==> config.mk <==
export PLATFORM = sky130hd
export DESIGN_NAME = ram_refresh_ctl
export DESIGN_NICKNAME = d
export VERILOG_FILES = /design/src/rtl/ram_refresh_ctl_pkg.sv /design/src/rtl/ram_refresh_ctl.sv
export SDC_FILE = /design/constraint.sdc
export NUM_CORES = 1
export LEC_CHECK = 0
export ABC_AREA = 0
export CAP_MARGIN = 10
export CORE_MARGIN = 4
export CORE_UTILIZATION = 43
export DETAILED_ROUTE_END_ITERATION = 7
export PLACE_DENSITY_LB_ADDON = 0.3
export SLEW_MARGIN = 20
export SYNTH_ARGS = -nofsm -noshare
export SYNTH_HDL_FRONTEND = slang
export SYNTH_SLANG_ARGS = --single-unit
==> constraint.sdc <==
create_clock -name CLK -period 1.5 [get_ports CLK]
set_clock_uncertainty 0.05 [all_clocks]
set_input_delay 0.225 -clock CLK [delete_from_list [all_inputs] [get_ports CLK]]
set_output_delay 0.225 -clock CLK [all_outputs]
set_load 0.02 [all_outputs]
==> src/rtl/ram_refresh_ctl_pkg.sv <==
// Shared definitions for the DRAM refresh responder: FSM state encoding and
// default strobe timing, so the RAM controller can size its hold-off window.
package ram_refresh_ctl_pkg;

    typedef enum logic [1:0] {
        RS_IDLE = 2'd0,
        RS_CAS  = 2'd1,
        RS_RAS  = 2'd2,
        RS_PRE  = 2'd3
    } ref_state_e;

    localparam int REF_CAS_SETUP = 1;
    localparam int REF_RAS_WIDTH = 4;
    localparam int REF_PRECHARGE = 2;
    localparam int REF_CYCLES    = REF_CAS_SETUP + REF_RAS_WIDTH + REF_PRECHARGE;

    function automatic int max3(input int a, input int b, input int c);
        int m;
        m = (a > b) ? a : b;
        return (m > c) ? m : c;
    endfunction

endpackage

==> src/rtl/ram_refresh_ctl.sv <==
// CAS-before-RAS refresh responder: takes the refresh timer request/urgent pair
// and runs one refresh per period, preferring idle bus slots.
module ram_refresh_ctl
    import ram_refresh_ctl_pkg::*;
#(
    parameter int CAS_SETUP = REF_CAS_SETUP,
    parameter int RAS_WIDTH = REF_RAS_WIDTH,
    parameter int PRECHARGE = REF_PRECHARGE
) (
    input  logic CLK,
    input  logic RES,
    input  logic RefReq,
    input  logic RefUrg,
    input  logic RAMBusy,
    input  logic BACT,
    output logic RefHold,
    output logic RefRAS,
    output logic RefCAS,
    output logic RefBusy,
    output logic RefDone,
    output logic RefMiss
);

    localparam int CW = $clog2(max3(CAS_SETUP, RAS_WIDTH, PRECHARGE)) + 1;
    localparam logic [CW-1:0] CAS_LD = CW'(CAS_SETUP - 1);
    localparam logic [CW-1:0] RAS_LD = CW'(RAS_WIDTH - 1);
    localparam logic [CW-1:0] PRE_LD = CW'(PRECHARGE - 1);

    ref_state_e    state_q, state_d;
    logic [CW-1:0] cnt_q, cnt_d;
    logic          req_q;
    logic          pend_q, pend_d;
    logic          miss_d;
    logic          rise, last_pre, start;
    logic          hold_d, ras_d, cas_d, busy_d, done_d;

    assign rise     = RefReq && !req_q;
    assign last_pre = (state_q == RS_PRE) && (cnt_q == '0);
    // Urgency lets the refresh pre-empt an active CPU cycle, never a RAM access.
    assign start    = pend_q && !RAMBusy && (!BACT || RefUrg);
    assign pend_d   = rise || (pend_q && !last_pre);
    assign miss_d   = RefMiss || (rise && pend_q && !last_pre);

    always_ff @(posedge CLK) begin
        if (RES) begin
            state_q <= RS_IDLE;
            cnt_q   <= '0;
            req_q   <= 1'b0;
            pend_q  <= 1'b0;
            RefMiss <= 1'b0;
            RefHold <= 1'b0;
            RefRAS  <= 1'b0;
            RefCAS  <= 1'b0;
            RefBusy <= 1'b0;
            RefDone <= 1'b0;
        end else begin
            state_q <= state_d;
            cnt_q   <= cnt_d;
            req_q   <= RefReq;
            pend_q  <= pend_d;
            RefMiss <= miss_d;
            RefHold <= hold_d;
            RefRAS  <= ras_d;
            RefCAS  <= cas_d;
            RefBusy <= busy_d;
            RefDone <= done_d;
        end
    end

    always_comb begin
        state_d = state_q;
        cnt_d   = cnt_q;
        case (state_q)
            RS_IDLE: begin
                if (start) begin
                    state_d = RS_CAS;
                    cnt_d   = CAS_LD;
                end
            end
            RS_CAS: begin
                if (cnt_q == '0) begin
                    state_d = RS_RAS;
                    cnt_d   = RAS_LD;
                end else begin
                    cnt_d = cnt_q - CW'(1);
                end
            end
            RS_RAS: begin
                if (cnt_q == '0) begin
                    state_d = RS_PRE;
                    cnt_d   = PRE_LD;
                end else begin
                    cnt_d = cnt_q - CW'(1);
                end
            end
            RS_PRE: begin
                if (cnt_q == '0) begin
                    state_d = RS_IDLE;
                end else begin
                    cnt_d = cnt_q - CW'(1);
                end
            end
            default: begin
                state_d = RS_IDLE;
                cnt_d   = '0;
            end
        endcase
    end

    // Strobes decode the current state and are registered one cycle later.
    always_comb begin
        busy_d = (state_q != RS_IDLE);
        cas_d  = (state_q == RS_CAS) || (state_q == RS_RAS);
        ras_d  = (state_q == RS_RAS);
        done_d = last_pre;
        hold_d = (pend_q && RefUrg) || busy_d;
    end

endmodule

==> results of run 1 <==
==> final timing paths <==
| path | end | slack, ns | depth (start not counted) |
|---|---|---|---|
| worst max register to register | state_q[1]$_SDFFE_PP0P_ | -0.07 | 5 |
| worst min-delay path | RefMiss$_SDFF_PP0_ | 0.44 | 2 |
| worst max-delay path | state_q[1]$_SDFFE_PP0P_ | -0.07 | 5 |
| worst min register to register | RefMiss$_SDFF_PP0_ | 0.44 | 2 |
==> area by class of cell <==
class / instances / area (um^2)
inverters: 5 / 18.8
well taps: 15 / 18.8
repair buffers: 20 / 183
fillers: 116 / 442
flip-flops and latches: 13 / 267
clock buffers: 4 / 26.3
multi-input cells: 49 / 379
==> logic make-up after synthesis <==
| group | Yosys count | share of synthesized area (%) |
|---|---|---|
| and+or+nand+nor | 30 | 25.2 |
| muxes | 1 | 2.43 |
| AOI/OAI and AO/OA | 12 | 14.4 |
| buffers and inverters | 6 | 3.65 |
| adders and majority gates | 6 | 12.2 |
| DFF | 13 | 42.2 |
==> metal layers <==
metal	wire length, um	vias to the layer above
met5	0	-
met2	674	10
met3	69	4
met4	29	0
li1	-	274
met1	569	262
==> synthesized netlist by cell type <==
cell type / instances / share of area (%)
nand3b_1: 1 / 1.2
o2111ai_1: 1 / 1.4
nor2b_1: 6 / 6.1
a31oi_1: 1 / 1.0
buf_1: 1 / 0.61
nand3_1: 1 / 0.81
dfxtp_1: 13 / 42
nand2_1: 7 / 4.3
nand2_2: 2 / 2.0
inv_1: 5 / 3.0
a21oi_1: 5 / 4.1
mux2_4: 1 / 2.4
nor3_1: 1 / 0.81
nor2_1: 8 / 4.9
and2b_1: 1 / 1.2
ha_1: 6 / 12
a41oi_1: 1 / 1.4
or3_4: 1 / 1.8
a211o_1: 1 / 1.4
nand2b_1: 2 / 2.0
o21ai_2: 1 / 1.4
o21a_1: 1 / 1.2
a221oi_2: 1 / 2.4
==> report_power, final <==
part	switching (mW)	internal (mW)	leakage, nW
Clock	0.113	0.103	0.0150
Sequential	0.0413	0.417	0.108
Combinational	0.349	0.353	0.274
Total	0.504	0.873	0.397
==> registers in the layout, summed over array words and instances, names as in the netlist <==
name and flops:
RefBusy 1, RefDone 1, RefCAS 1, pend_q 1
req_q 1, RefHold 1, RefMiss 1, RefRAS 1
cnt_q 3, state_q 2
==> critical path, stage by stage, from the launching register on <==
cell and delay (ns):
dfxtp_4 0.37, ha_2 0.18, or3_4 0.41, nand2_4 0.10, nand2_4 0.06, mux2_4 0.29
==> repair_timing <==
action / 4_1_cts / 5_1_grt
gates resized for setup: 3 / 6
endpoints found under the hold margin: 0 / 0
pin swaps: 6 / 1
endpoints found under the setup margin: 3 / 8
buffers inserted: 2 / 0
gates cloned: 0 / 0
==> impl_metrics.env, run 1 <==
export IMPL_hold_path_class="flip-flop to flip-flop"
export IMPL_cts_htree_levels=1
export IMPL_globalplace_congestion=0.680
export IMPL_syn_area_per_cell_um2=9.07
export IMPL_route_antenna_remaining_nets=0
export IMPL_synthesis_instances=68
export IMPL_pin_count=12
export IMPL_pin_count_of_the_biggest_net_entering_global_routing=9
export IMPL_timing_slew_headroom_pct=84.3
export IMPL_worstSetupEndpointType="flip-flop"
export IMPL_worst_path_required_time_ns=1.61
export IMPL_timing_critical_path_from_type="flip-flop"
export IMPL_grt_met2_usage_pct=23.1
export IMPL_area_delta_synth_final_pct=44.6
export IMPL_startpoint="state_q[1]$_SDFFE_PP0P_"
export IMPL_placed_area_um2=815
export IMPL_fp_dieW_um=45.9
export IMPL_drc=0
export IMPL_met3_track_utilization_from_global_routing_pct=3.56
export IMPL_status="complete, but fails checks"
export IMPL_cts_hold_buffers=0
export IMPL_post_dp_hpwl_um=975
export IMPL_groute_usage_overall_pct=14.1
export IMPL_power_density_nw_per_um2=1540
export IMPL_mostFrequentLayoutCell="dfxtp_1"
export IMPL_timing_rr_start="state_q[1]$_SDFFE_PP0P_"
export IMPL_vdd_ir_drop_max_v=0.000753
export IMPL_grt_busiest_layer="met2"
export IMPL_overflow=0
export IMPL_via_count_of_the_first_global_routing_pass=536
export IMPL_post_layout_total_power_mw=1.38
export IMPL_yosysUniqueCellTypes=23
export IMPL_tritoncts="built"
export IMPL_die_area_um2=2100
export IMPL_finalSetupViolations=2
export IMPL_final_core_utilization_pct=66.9
export IMPL_timing_worst_slew_pin_value_ns=0.235
export IMPL_finalMaxSlewViolations=0
export IMPL_clock_sinks=13
export IMPL_violations="negative setup slack"
export IMPL_timing_critical_path_fanout_max=3
export IMPL_finalWirelength_um=1340
export IMPL_cts_root_buffer="clkbuf_4"
export IMPL_initial_utilization_pct=46.2
export IMPL_worst_setup_hold_path_clk_slew_ns=0.08
export IMPL_vias=550
export IMPL_placement_setup_worst_slack_ns=-0.0616
export IMPL_final_net_count=104
export IMPL_finalSetupTns_ns=-0.0843
export IMPL_synthesis_area_um2=617
export IMPL_period_share_pct=104
export IMPL_rsz0062_at_grt="true"
export IMPL_die_y_um=45.9
export IMPL_via_per_inst=5.19
export IMPL_cellLeakagePower_nw=0.397
export IMPL_cp_arrival_ns=1.68
export IMPL_detailedRoute_firstIterationViolations=6
export IMPL_stdcell_area_um2=892
export IMPL_drive_above_1_share_pct=31.9
export IMPL_max_freq_ghz=0.639
export IMPL_place_inst=100
export IMPL_number_of_i_o_port_buffers=11
export IMPL_use_met1_pct=15.8
export IMPL_clkLatencyLatePin_ns=0.27
export IMPL_yosys_warning_total=0
export IMPL_timing_hold_ws_ns=0.435
export IMPL_synthesis_nets=80
export IMPL_cts_buffers_inserted=3
export IMPL_period_needed_ns=1.57
export IMPL_layout_common_cells="10 x dfxtp_1, 9 x clkdlybuf4s50_1, 9 x buf_4"
export IMPL_floorplan_core_area_um2=1330
export IMPL_yosys_register_bits=13
export IMPL_routed_wire_length_per_instance_um=12.7
export IMPL_diodes=0
export IMPL_grt_pass1_wl_um=2120
export IMPL_number_of_standard_cell_rows_in_the_floorplan=13
export IMPL_max_cap_violations=0
export IMPL_ys_seq_area_share_pct=42.2
export IMPL_timing_hold_worst_start="RefMiss$_SDFF_PP0_"
export IMPL_drt_pre_antenna_iters=2
export IMPL_worst_setup_path_type="flip-flop to flip-flop"
export IMPL_setup_ws_ns=-0.0658
export IMPL_cts_root_to_sink_buffers=2
export IMPL_antenna_found_initial=0
export IMPL_final_cell_count_no_fill=106
export IMPL_hold_viol=0
Note: power is estimated with default switching activity, not from simulation.
==> run 2: changes to the inputs <==
MAX_ROUTING_LAYER = met4   (was default)
==> results of run 2 <==
The final DEF is identical to that of run 1; final timing and power are the same.
Among the figures that moved: final weighted congestion in routability-driven placement 0.680 -> 0.687; overall routing resource usage 14.1% -> 14.6%
==> run 3: changes to the inputs <==
GPL_TIMING_DRIVEN = 0   (was default)
==> run 3 against run 2 <==
Compared with the run above:
- the flow still finishes with violations (negative setup slack)
- register-to-register slack hardly changed
- via count fell by 4.7%
- utilization shrank 2.8 points
- non-clock buffer count down 2
- final area is 4.2% lower
- setup slack got worse by 0.011 ns
- clock-buffer cell count unchanged
- die area did not move
- final cell count decreased by 1.9%
- total power fell by 3.7%
- sequential cell count is the same
- wire length decreased by 7.7%
- largest cell class unchanged
- largest power group unchanged
- highest routed layer unchanged
==> impl_metrics.env, run 3 (synthesis results as in run 1) <==
export IMPL_number_of_i_o_port_buffers=11
export IMPL_switching_power_mw=0.480
export IMPL_globalplace_congestion=0.799
export IMPL_place_inst=94
export IMPL_area_delta_synth_final_pct=38.5
export IMPL_finalWirelength_um=1240
export IMPL_clkLatencyLatePin_ns=0.27
export IMPL_timing_worst_slew_pin_value_ns=0.487
export IMPL_pin_count_of_the_biggest_net_entering_global_routing=11
export IMPL_overflow=0
export IMPL_violations="negative setup slack"
export IMPL_routed_wire_length_per_instance_um=11.9
export IMPL_groute_usage_overall_pct=14.1
export IMPL_vdd_ir_drop_max_v=0.00121
export IMPL_die_area_um2=2100
export IMPL_placement_setup_worst_slack_ns=-0.0896
export IMPL_layout_common_cells="10 x dfxtp_1, 9 x clkdlybuf4s50_1, 8 x nor2_1"
export IMPL_cts_hold_buffers=0
export IMPL_fp_dieW_um=45.9
export IMPL_internal_power_mw=0.845
export IMPL_via_count_of_the_first_global_routing_pass=485
export IMPL_max_freq_ghz=0.634
export IMPL_tritoncts="built"
export IMPL_cellLeakagePower_nw=0.365
export IMPL_final_net_count=102
export IMPL_diodes=0
export IMPL_timing_slew_headroom_pct=67.5
export IMPL_vias=524
export IMPL_period_share_pct=105
export IMPL_status="complete, but fails checks"
export IMPL_drt_pre_antenna_iters=4
export IMPL_antenna_found_initial=0
export IMPL_power_density_nw_per_um2=1550
export IMPL_timing_critical_path_fanout_max=4
export IMPL_setup_ws_ns=-0.0771
export IMPL_seq_power_share_pct=34.7
export IMPL_placed_area_um2=766
export IMPL_worst_setup_hold_path_clk_slew_ns=0.08
export IMPL_use_met1_pct=16.9
export IMPL_worst_path_required_time_ns=1.62
export IMPL_mostFrequentLayoutCell="dfxtp_1"
export IMPL_cts_htree_levels=1
export IMPL_finalSetupTns_ns=-0.117
export IMPL_cp_arrival_ns=1.69
export IMPL_cts_root_buffer="clkbuf_4"
export IMPL_route_antenna_remaining_nets=0
export IMPL_pin_count=12
export IMPL_grt_pass1_wl_um=2040
export IMPL_timing_hold_ws_ns=0.429
export IMPL_finalMaxSlewViolations=0
export IMPL_floorplan_core_area_um2=1330
export IMPL_drc=0
export IMPL_power_clock_fraction_pct=16.2
export IMPL_hold_path_class="flip-flop to flip-flop"
export IMPL_grt_busiest_layer="met2"
export IMPL_largest_register="cnt_q"
export IMPL_finalSetupViolations=3
export IMPL_max_cap_violations=0
export IMPL_number_of_standard_cell_rows_in_the_floorplan=13
export IMPL_clock_sinks=13
export IMPL_final_core_utilization_pct=64.1
export IMPL_sw_frac_of_total_pct=36.2
export IMPL_power_share_combinational_pct=49.2
export IMPL_rsz0062_at_grt="true"
export IMPL_stdcell_area_um2=855
export IMPL_die_y_um=45.9
export IMPL_cts_root_to_sink_buffers=2
export IMPL_worstSetupEndpointType="flip-flop"
export IMPL_hold_viol=0
export IMPL_grt_met2_usage_pct=20.9
export IMPL_cts_buffers_inserted=3
export IMPL_drive_above_1_share_pct=27.0
export IMPL_post_dp_hpwl_um=887
export IMPL_via_per_inst=5.04
export IMPL_post_layout_total_power_mw=1.33
export IMPL_worst_setup_path_type="flip-flop to flip-flop"
export IMPL_final_cell_count_no_fill=104
export IMPL_registers_with_the_most_flip_flops="cnt_q: 3 flops, state_q: 2 flops"
export IMPL_number_of_flip_flops_in_the_largest_register=3
export IMPL_initial_utilization_pct=46.2
export IMPL_detailedRoute_firstIterationViolations=5
export IMPL_period_needed_ns=1.58
export IMPL_timing_critical_path_from_type="flip-flop"
export IMPL_met3_track_utilization_from_global_routing_pct=5.93
-- run 3: changes by cell type in the layout (fill, tap and decap cells not counted) --
cell / previous run / this run
buf_1: 0 / 1
buf_4: 9 / 6
dlygate4sd2_1: 0 / 1
dlymetal6s2s_1: 2 / 1
ha_2: 2 / 3
ha_4: 2 / 1
nand2_1: 6 / 7
nand2_2: 1 / 0
nor2b_1: 5 / 6
nor2b_2: 1 / 0
-- run 3: timing repair --
item / 4_1_cts / 5_1_grt
setup endpoints to repair: 5 / 7
pin swaps: 3 / 0
resized for setup: 3 / 3
setup buffers: 5 / 1
-- run 3: final cells by class --
| type | instances | area [um^2] |
|---|---|---|
| fill | 113 | 479 |
| clock buffer | 4 | 26.3 |
| tap | 15 | 18.8 |
| multi-input combinational | 49 | 364 |
| buffer | 1 | 3.75 |
| sequential | 13 | 267 |
| inverter | 5 | 18.8 |
| timing repair buffer | 17 | 156 |
-- run 3: worst max-delay path, cell delays in order (launching register included) --
cell,delay (ns)
dfxtp_4,0.37
ha_2,0.19
or3_4,0.41
nand2_4,0.09
nand2_4,0.06
mux2_4,0.30
-- run 3: final timing paths --
check | cells after the start | end | slack [ns] | from
worst min-delay path | 2 | RefMiss$_SDFF_PP0_ | 0.43 | RefMiss$_SDFF_PP0_
worst max register to register | 5 | state_q[1]$_SDFFE_PP0P_ | -0.08 | state_q[1]$_SDFFE_PP0P_
worst max-delay path | 5 | state_q[1]$_SDFFE_PP0P_ | -0.08 | state_q[1]$_SDFFE_PP0P_
worst min register to register | 2 | RefMiss$_SDFF_PP0_ | 0.43 | RefMiss$_SDFF_PP0_
-- run 3: power groups by stage --
stage | logic (mW) | clock network (mW) | registers (mW)
after detailed placement | 0.562 | 0 | 0.460
after global placement | 0.555 | 0 | 0.457
after floorplan | 0.375 | 0 | 0.494
final | 0.652 | 0.214 | 0.459
after CTS | 0.642 | 0.222 | 0.457
after global routing | 0.726 | 0.235 | 0.468
-- run 3: per-layer routing --
layer,vias up,wire length [um]
li1,269,-
met1,240,531
met2,13,602
met3,2,90
met4,0,17
met5,-,0
